## config.mk

```make
export PLATFORM = sky130hd
export DESIGN_NAME = msg_emitter
export DESIGN_NICKNAME = d
export VERILOG_FILES = /design/src/rtl/msg_emitter.sv
export SDC_FILE = /design/constraint.sdc
export NUM_CORES = 1
export LEC_CHECK = 0
export CORE_ASPECT_RATIO = 0.8
export CORE_MARGIN = 3
export CORE_UTILIZATION = 57
export DETAILED_ROUTE_END_ITERATION = 16
export PLACE_DENSITY_LB_ADDON = 0.12
export SLEW_MARGIN = 20
export SYNTH_ARGS = -nofsm -noshare
export SYNTH_HDL_FRONTEND = slang
export SYNTH_SLANG_ARGS = --single-unit
```

## constraint.sdc

```tcl
create_clock -name clk -period 5.85 [get_ports clk]
set_clock_uncertainty 0.05 [all_clocks]
set_input_delay 1.17 -clock clk [delete_from_list [all_inputs] [get_ports clk]]
set_output_delay 1.17 -clock clk [all_outputs]
set_load 0.005 [all_outputs]
```

## src/rtl/msg_emitter.sv

```systemverilog
// rtl/msg_emitter.sv - fixed-table message emitter with optional CR/LF prefix
// Streams one of four constant messages a character per beat over a valid/ready handshake.
module msg_emitter #(
  parameter int DATA_W   = 8,
  parameter int N_MSG    = 4,
  parameter int MAX_LEN  = 32,
  parameter int ADD_CRLF = 1,
  localparam int ID_W    = (N_MSG > 1) ? $clog2(N_MSG) : 1,
  localparam int IDX_W   = $clog2(MAX_LEN + 1)
) (
  input  logic              clk,
  input  logic              rst,
  input  logic              start,
  input  logic [ID_W-1:0]   msg_id,
  output logic              ready,
  output logic [DATA_W-1:0] out_data,
  output logic              out_valid,
  input  logic              out_ready,
  output logic              next_line,
  output logic              done,
  output logic              err
);

  typedef enum logic [2:0] {S_IDLE, S_CR, S_LF, S_TEXT, S_DONE} state_t;

  localparam logic [8*18-1:0] MSG1 = "Command unknown:> ";

  state_t           state, state_nx;
  logic [IDX_W-1:0] idx, idx_nx;
  logic [1:0]       id_q, id_nx;
  logic             err_nx;
  logic             beat;
  logic             id_ok;
  logic [IDX_W-1:0] last_idx;

  function automatic logic [IDX_W-1:0] msg_len(input logic [1:0] id);
    logic [IDX_W-1:0] n;
    case (id)
      2'd0:    n = IDX_W'(2);
      2'd1:    n = IDX_W'(18);
      2'd2:    n = IDX_W'(2);
      default: n = IDX_W'(3);
    endcase
    return n;
  endfunction

  function automatic logic [7:0] msg_char(input logic [1:0] id, input logic [IDX_W-1:0] i);
    logic [7:0] c;
    c = 8'h00;
    case (id)
      2'd0:    c = (i == '0) ? 8'h3E : 8'h20;
      2'd1:    if (int'(i) < 18) c = MSG1[8*(17-int'(i)) +: 8];
      2'd2:    c = (i == '0) ? 8'h4F : 8'h4B;
      default: c = (i == '0) ? 8'h45 : 8'h52;
    endcase
    return c;
  endfunction

  assign beat     = out_valid & out_ready;
  assign id_ok    = int'(msg_id) < N_MSG;
  assign last_idx = msg_len(id_q) - IDX_W'(1);

  always_ff @(posedge clk or posedge rst) begin
    if (rst) begin
      state <= S_IDLE;
      idx   <= '0;
      id_q  <= '0;
      err   <= 1'b0;
    end else begin
      state <= state_nx;
      idx   <= idx_nx;
      id_q  <= id_nx;
      err   <= err_nx;
    end
  end

  always_comb begin
    state_nx = state;
    idx_nx   = idx;
    id_nx    = id_q;
    err_nx   = 1'b0;
    case (state)
      S_IDLE: begin
        if (start) begin
          if (id_ok) begin
            id_nx    = 2'(msg_id);
            idx_nx   = '0;
            state_nx = (ADD_CRLF != 0) ? S_CR : S_TEXT;
          end else begin
            err_nx = 1'b1;
          end
        end
      end
      S_CR:   if (beat) state_nx = S_LF;
      S_LF: begin
        if (beat) begin
          state_nx = S_TEXT;
          idx_nx   = '0;
        end
      end
      S_TEXT: begin
        // Stop on the last character so the index never wraps past the message.
        if (beat) begin
          if (idx == last_idx) state_nx = S_DONE;
          else                 idx_nx   = idx + IDX_W'(1);
        end
      end
      S_DONE: begin
        state_nx = S_IDLE;
        idx_nx   = '0;
      end
      default: state_nx = S_IDLE;
    endcase
  end

  always_comb begin
    ready     = (state == S_IDLE);
    out_valid = (state == S_CR) || (state == S_LF) || (state == S_TEXT);
    next_line = (state == S_LF);
    done      = (state == S_DONE);
    case (state)
      S_CR:    out_data = DATA_W'(8'h0D);
      S_LF:    out_data = DATA_W'(8'h0A);
      S_TEXT:  out_data = DATA_W'(msg_char(id_q, idx));
      default: out_data = '0;
    endcase
  end

endmodule

```

== Yosys cells after proc, flatten, opt, wreduce, memory -nomap -nowiden ==
Index checks and enable logic that the tools add are counted.
Operators by class
  reductions and logical operators: 10
  order comparisons: 1
  bitwise operators: 1
  muxes and demuxes: 18
  equality and inequality tests: 13
  shift-type cells: 1
  add/subtract/negate cells: 3
Operators with widths (count)
  indexed part select 144 x 10 -> 8 bit (first input constant): 1
  case mux 8 bit (3 select lines): 2
  two-way mux 6 bit: 4
  case mux 6 bit (4 select lines): 1
  two-way mux 3 bit: 6
  case mux 3 bit (4 select lines): 1
  two-way mux 5 bit: 2
  inequality test 2 bit (second input constant): 5
  case mux 5 bit (2 select lines): 1
  AND reduction 5 bit: 2
  two-way mux 8 bit: 1
  subtractor 5 x 6 -> 7 bit (first input constant): 1
  adder 6 x 1 -> 6 bit (second input constant): 1
  equality test 3 x 2 -> 1 bit (second input constant): 2
  equality test 6 bit: 1
  logical NOT 6 bit: 1
  less-than comparator 6 x 5 -> 1 bit (second input constant): 1
  subtractor 6 x 1 -> 6 bit (second input constant): 1
  nonzero test 4 bit: 1
  equality test 3 x 1 -> 1 bit (second input constant): 1
  equality test 3 bit (second input constant): 1
  logical NOT 3 bit: 1
  equality test 2 x 1 -> 1 bit (second input constant): 1
  equality test 2 bit (second input constant): 1
  6 further kinds: 7
Storage, ports and cells
  bits of input ports: 6
  register bits: 11
  logic and storage cells: 50

== Depth between registers and ports, before layout ==
Gate-level depths: netlist (run 1).
  depth after elaboration: 8
  gate-level depth with buffers: 8

== Least setup slack after synthesis (run 1) ==
No wires, ideal clock.
  path kind: register -> output
  start: register idx[1]
  end: output port out_data[6]
  arrival: 2.076 ns
  required time: 4.630 ns
  path buffers: 1
  path slack: 2.554 ns
  cell stages (with the launch flop): 9
  cells stage by stage: dfrtp_1 -> clkbuf_8 -> inv_1 -> ha_1 -> xnor2_1 -> a21oi_1 -> or4b_1 -> a21oi_1 -> nor2_1
Between the ends
  cells in the longest elaborated chain, start to end: 5
  elaborated cells between the ends (all ways): 6
  classes of those cells: 1 x add/sub; 1 x order compare; 1 x shift; 3 x mux
Ends and longest elaborated chain
  from (decl): RTL line 29  | logic [IDX_W-1:0] idx, idx_nx;
  from (signal assigned): RTL line 71  | idx <= idx_nx;
  subtractor 5 x 6 -> 7 bit: RTL line 52  | 2'd1: if (int'(i) < 18) c = MSG1[8*(17-int'(i)) +: 8];
  indexed part select 144 x 10 -> 8 bit: RTL line 52
  two-way mux 8 bit *: RTL line 52
  case mux 8 bit (3 select lines) *: RTL line 50  | case (id)
  case mux 8 bit (3 select lines) *: RTL line 121  | case (state)
  to (decl): RTL line 16  | output logic [DATA_W-1:0] out_data,
Mark *: on every way between the ends. The rest lies on a longest branch, timed or not.

== Final worst setup path (run 1) ==
Same ends and word-level chain as after synthesis.

==> run metrics, run 1 <==
die area=0.00278 mm²; Final #Nets=179; GPL Wtd Cong=0.851; RSZ-0062 raised after global routing=no; die height=47.8 µm; Max Cap Viol=0; total power=0.000760 W; Max Clock Freq=231 MHz; HP Class=register to register; CP max FO=19; CP Capture Type=primary output; port bufs=16; Max VDD drop=382 µV; num ports=19; Tcrit/Tclk final=0.739; total grt overflow=0; CTS tree=done; first-pass GRT wire length=4.66 mm; initial antenna violation count=0; worst-margin pin slew=653 ps; Pleak=0.532 nW; post-synthesis sequential area ratio=0.221; register bit total from synthesis=11; global-route usage over all layers=0.219; drt pass-1 iters=4; die width=58.3 µm; Comb pwr share=0.714; internal power=0.000396 W; vias in the first global route=990; Placed Cells incl. Taps=188; drt total wl=2.88 mm; Post-CTS Setup Bufs=0; number of fill cells in the layout=173; commonest non-fill, non-tap cells in the layout=nand2_1 (18), clkdlybuf4s50_1 (16), o21ai_0 (13), dfrtp_1 (11); DR vias/cell=6.10; Routed Antenna Nets=0; largest net degree at the start of global routing=20; async set-reset flop share out of synthesis=1.00; cts bufs inserted=3; CP arrival=3110 ps; Vias=1172; clock network fraction of total power=0.068; most common cell after layout, fill and taps aside=nand2_1; CP Class=register to primary output; layout overhead on the synthesized area=8.94%; Worst Setup SP=idx[1]; syn avg cell area=7.73 µm²; Power Density=560 mW/mm²; net switching power=0.000363 W; Final Hold Viols=0; setup TNS=0 ps; n_diodes=0; Yosys warnings=0; number of flops mapped to enable cells by yosys=0; clock root buffer=clkbuf_4; Seq pwr share=0.218; Sink Count=11; Req. time, crit path=4630 ps; switch share=0.478; Synth Instances=161; Slew Limit Headroom=0.564; residual DRC count=0; CP startpoint kind=register; maximum root-to-sink buffer count=2; ys flop type=dfrtp_1; clk_lat worst skew=280 ps; cts hold-fix bufs=0; FF-to-FF Start=idx[1]; count of final max-slew check failures=0; min Tclk post-route=4330 ps; iteration-0 DRC count of the detailed router=57; fin cells=192; pre-CTS setup slack=1830 ps; core area=0.00198 mm²; num rows=14; CTS resizes=0; layout cell share with drive strength beyond 1=0.0893; Synth cell types=53; drt wl/cell=15.0 µm; Post-Syn Area=0.00124 mm²; hold_sp=state[2]; Initial Utilization=0.629; CTS clock-pin slew for the worst setup and hold paths=80 ps; number of H-tree levels=1; Final HPWL DP=2.11 mm; status=complete, no violations; final worst setup slack=1520 ps; # setup viols final=0
## critical path: stages, from the launching register on
cell and delay [ps]:
dfrtp_1 710, inv_1 140, ha_1 320, xnor2_1 400
a21oi_1 120, or4b_1 480, a21oi_1 160, nor2_1 50
clkdlybuf4s50_1 450
## logic make-up after synthesis
| logic type | share of synthesized area |
|---|---|
| simple gates | 0.283 |
| compound gates | 0.271 |
| buf+inv | 0.113 |
| flops | 0.221 |
| xor+xnor | 0.0503 |
| fa+ha+maj | 0.0402 |
| mux | 0.0181 |
| other cells | 0.00301 |
## routing by layer
metal  vias up  share of wire  GRT usage
met3         3          0.035    0.00809
met2        34           0.45      0.360
met4         0          0.010     0.0741
li1        590              -          -
met1       545           0.51      0.315
met5         -              0          0
## state kept, by name (all words and copies together) (netlist names)
register  count
id_q          2
idx           6
state         3
## power groups by stage
stage / registers, W / clock network (W) / logic, W
after detailed placement: 0.000164 / 0 / 0.000538
after CTS: 0.000163 / 0.0000553 / 0.000540
after floorplan: 0.000116 / 0 / 0.000441
after global placement: 0.000164 / 0 / 0.000529
final: 0.000165 / 0.0000520 / 0.000542
after global routing: 0.000173 / 0.0000590 / 0.000595
## per-stage QoR
step	util	area (µm²)	hold slack (ps)
6_report	0.685	1360	555
5_1_grt	0.685	1360	591
4_1_cts	0.685	1360	549
3_5_place_dp	0.671	1330	539
3_3_place_gp	0.671	1330	515
2_1_floorplan	-	1250	461
## synth_stat cells, types with 2 or more instances
library cell	n	area share
dfrtp_1	11	0.22
buf_6	3	0.027
buf_4	3	0.018
nor3_1	7	0.028
nand3_1	9	0.036
nor2b_1	6	0.030
a21oi_1	8	0.032
ha_1	4	0.040
and3_1	3	0.015
nor2_1	9	0.027
mux2_2	2	0.018
a211oi_1	3	0.018
a31oi_1	2	0.010
inv_1	8	0.024
nand2_1	18	0.054
clkbuf_1	3	0.0090
o31ai_1	3	0.018
xnor2_1	4	0.028
buf_2	3	0.012
clkbuf_8	2	0.022
nand4_1	2	0.010
nand2b_1	2	0.010
o211ai_1	2	0.012
o21ai_0	13	0.052
a21o_1	2	0.012
o21a_1	2	0.012
## area by class of cell
cell class                 instances  area [µm²]  area share
multi-input combinational        129         833       0.614
inverter                           8        30.0      0.0221
timing repair buffer              16         160       0.118
sequential                        11         275       0.203
tap                               24        30.0      0.0221
clock inverter                     1        5.00     0.00369
clock buffer                       3        22.5      0.0166
## path summary, 6_finish.rpt
| path | end | slack (ps) | cells past startpoint |
|---|---|---|---|
| worst max-delay path | out_data[6] | 1520 | 8 |
| worst min-delay path | state[0] | 560 | 1 |
| worst max register to register | idx[3] | 3750 | 5 |
| worst min register to register | state[0] | 560 | 1 |
| max in group asynchronous | idx[1] | 4320 | 2 |
| min in group asynchronous | state[2] | 1130 | 2 |
Note: power is estimated with default switching activity, not from simulation.
==> run 2, diff against run 1 <==
- CORE_UTILIZATION: 57 -> 49
- clock period: 5.85 -> 3.7 ns (I/O delays scaled with it)
==> run 2 against run 1 <==
Via count increased by 5.6%. Design area up 4.7%. Sequential share of layout area fell by 0.82 points. Clock power up 72%. Routed wire length is 6.9% higher. Sequential cell count is the same. Critical path type unchanged. Largest cell class unchanged.
==> run metrics, run 2 (same netlist as run 1, synthesis figures left out) <==
status=complete, no violations; Worst R2R Setup Slack=1700 ps (-2050 ps); cell depth of the worst flop-to-flop path=5 (unchanged); CP arrival=2750 ps (-360 ps); CP Class=register to primary output; worst-margin pin slew=527 ps (-126 ps); # setup viols final=0 (unchanged); min Tclk post-route=3540 ps; CP Cell Sequence=inv_1 > ha_4 > or4b_4 > a21oi_4 > nand3_1 > o31ai_1 > clkdlybuf4s50_1; Routed Antenna Nets=0 (unchanged); core area=0.00229 mm² (+16%); port bufs=16 (unchanged); FF-to-FF Start=idx[0]; Max Cap Viol=0 (unchanged); Max VDD drop=440 µV (+15%); largest net degree at the start of global routing=19 (-5.0%); crit-path max cell delay=560 ps (-150 ps); Pleak=0.558 nW (+4.9%); setup TNS=0 ps (unchanged); clk_lat worst skew=290 ps (about the same); layout cell share with drive strength beyond 1=0.129 (+0.0394); iteration-0 DRC count of the detailed router=95 (+67%); HP Class=register to register; drt wl/cell=15.0 µm (+0.14%); Vias=1238 (+5.6%); layout overhead on the synthesized area=14.1%; Max Clock Freq=283 MHz; die height=51.1 µm (+6.9%); Worst Hold Depth=1 (unchanged); Comb pwr share=0.735 (+0.021); cts bufs inserted=3 (unchanged); Final #Nets=182 (+1.7%); drt total wl=3.07 mm (+6.9%); most common cell after layout, fill and taps aside=nand2_1; first-pass GRT wire length=5.10 mm (+9.5%); clock root buffer=clkbuf_4; CP max FO=10 (-9); Final Hold Viols=0 (unchanged); GPL Wtd Cong=0.813 (-4.4%); num rows=15 (+1); Final HPWL DP=2.27 mm (+7.3%); CP startpoint kind=register; Sink Count=11 (unchanged); n_diodes=0 (unchanged); WHS=571 ps (+15.5 ps); die width=62.4 µm (+7.0%); CTS clock-pin slew for the worst setup and hold paths=90 ps (about the same); global-route usage over all layers=0.198 (-0.0211); internal power=0.000670 W (+69%); largest register by flop count=idx; number of flip-flops under the largest register name=6 (unchanged); switch share=0.474 (-0.00411); CTS tree=done; maximum root-to-sink buffer count=2 (unchanged); clock network fraction of total power=0.070 (+0.002); CP Capture Type=primary output; Tcrit/Tclk final=0.956; hold_sp=state[2]; Power Density=896 mW/mm² (+60%); total grt overflow=0 (unchanged); drt pass-1 iters=4 (unchanged); Top Registers=idx x6, state x3, id_q x2; Initial Utilization=0.544 (-0.0852); DR vias/cell=6.04 (-1.1%); net switching power=0.000604 W (+66%); Req. time, crit path=2910 ps (-1720 ps); Crit path max-delay family=buffers and inverters; vias in the first global route=1071 (+8.2%); reg-to-reg endpoint=idx[0]; num ports=19 (unchanged); initial antenna violation count=0 (unchanged); number of H-tree levels=1 (unchanged); critical path depth=7 (-1); count of final max-slew check failures=0 (unchanged); Post-CTS Setup Bufs=0 (unchanged); residual DRC count=0 (unchanged); cell with the largest stage delay on the worst path=clkdlybuf4s50_1; die area=0.00319 mm² (+14%); Worst Path Buf+Inv=2 (unchanged); commonest non-fill, non-tap cells in the layout=nand2_1 (18), clkdlybuf4s50_1 (16), o21ai_0 (13), dfrtp_1 (10); RSZ-0062 raised after global routing=no; Slew Limit Headroom=0.649 (+0.0846); Hold Path Sink=state[0]; Seq pwr share=0.195 (-0.023)
## run 2: layout make-up
class                           count  area [µm²]
Timing Repair Buffer               19         183
Inverter                            8        30.0
Multi-Input combinational cell    129         861
Sequential cell                    11         277
Clock buffer                        3        22.5
Clock inverter                      1        5.00
Tap cell                           34        42.5
Fill cell                         224         870
## run 2: power groups by stage
stage / sequential, W / combinational (W) / clock [W]
finish: 0.000248 / 0.000936 / 0.0000892
global route: 0.000259 / 0.00102 / 0.0000924
detailed placement: 0.000247 / 0.000883 / 0
global placement: 0.000242 / 0.000872 / 0
CTS: 0.000245 / 0.000887 / 0.0000894
floorplan: 0.000184 / 0.000697 / 0
## run 2: worst max path at each step
| stage | from | end | slack [ps] |
|---|---|---|---|
| floorplan | idx[1] | out_data[6] | 830 |
| global placement | idx[2] | out_data[0] | 410 |
| detailed placement | idx[2] | out_data[0] | 350 |
| CTS | idx[2] | out_data[3] | 40 |
| global route | idx[2] | out_data[3] | 60 |
| finish | idx[2] | out_data[3] | 160 |
## run 2: through the flow
stage	setup WS (ps)	cells	total power [W]	utilization	area, µm²
3_3_place_gp	410	201	0.00111	0.596	1360
2_1_floorplan	834	162	0.000880	-	1250
6_report	164	205	0.00127	0.620	1420
3_5_place_dp	351	201	0.00113	0.596	1360
4_1_cts	40.5	205	0.00122	0.608	1390
5_1_grt	64.1	205	0.00137	0.620	1420
## run 2: metal layers
| layer | up-vias | part of all wire | GRT usage |
|---|---|---|---|
| met4 | 0 | 0.019 | 0.0659 |
| li1 | 601 | - | - |
| met5 | - | 0 | 0 |
| met1 | 591 | 0.48 | 0.257 |
| met3 | 7 | 0.041 | 0.0220 |
| met2 | 39 | 0.46 | 0.345 |
## run 2: timing repair
item,in CTS,in global routing
gates resized for setup,0,5
endpoints found under the setup margin,0,6
hold buffers,0,0
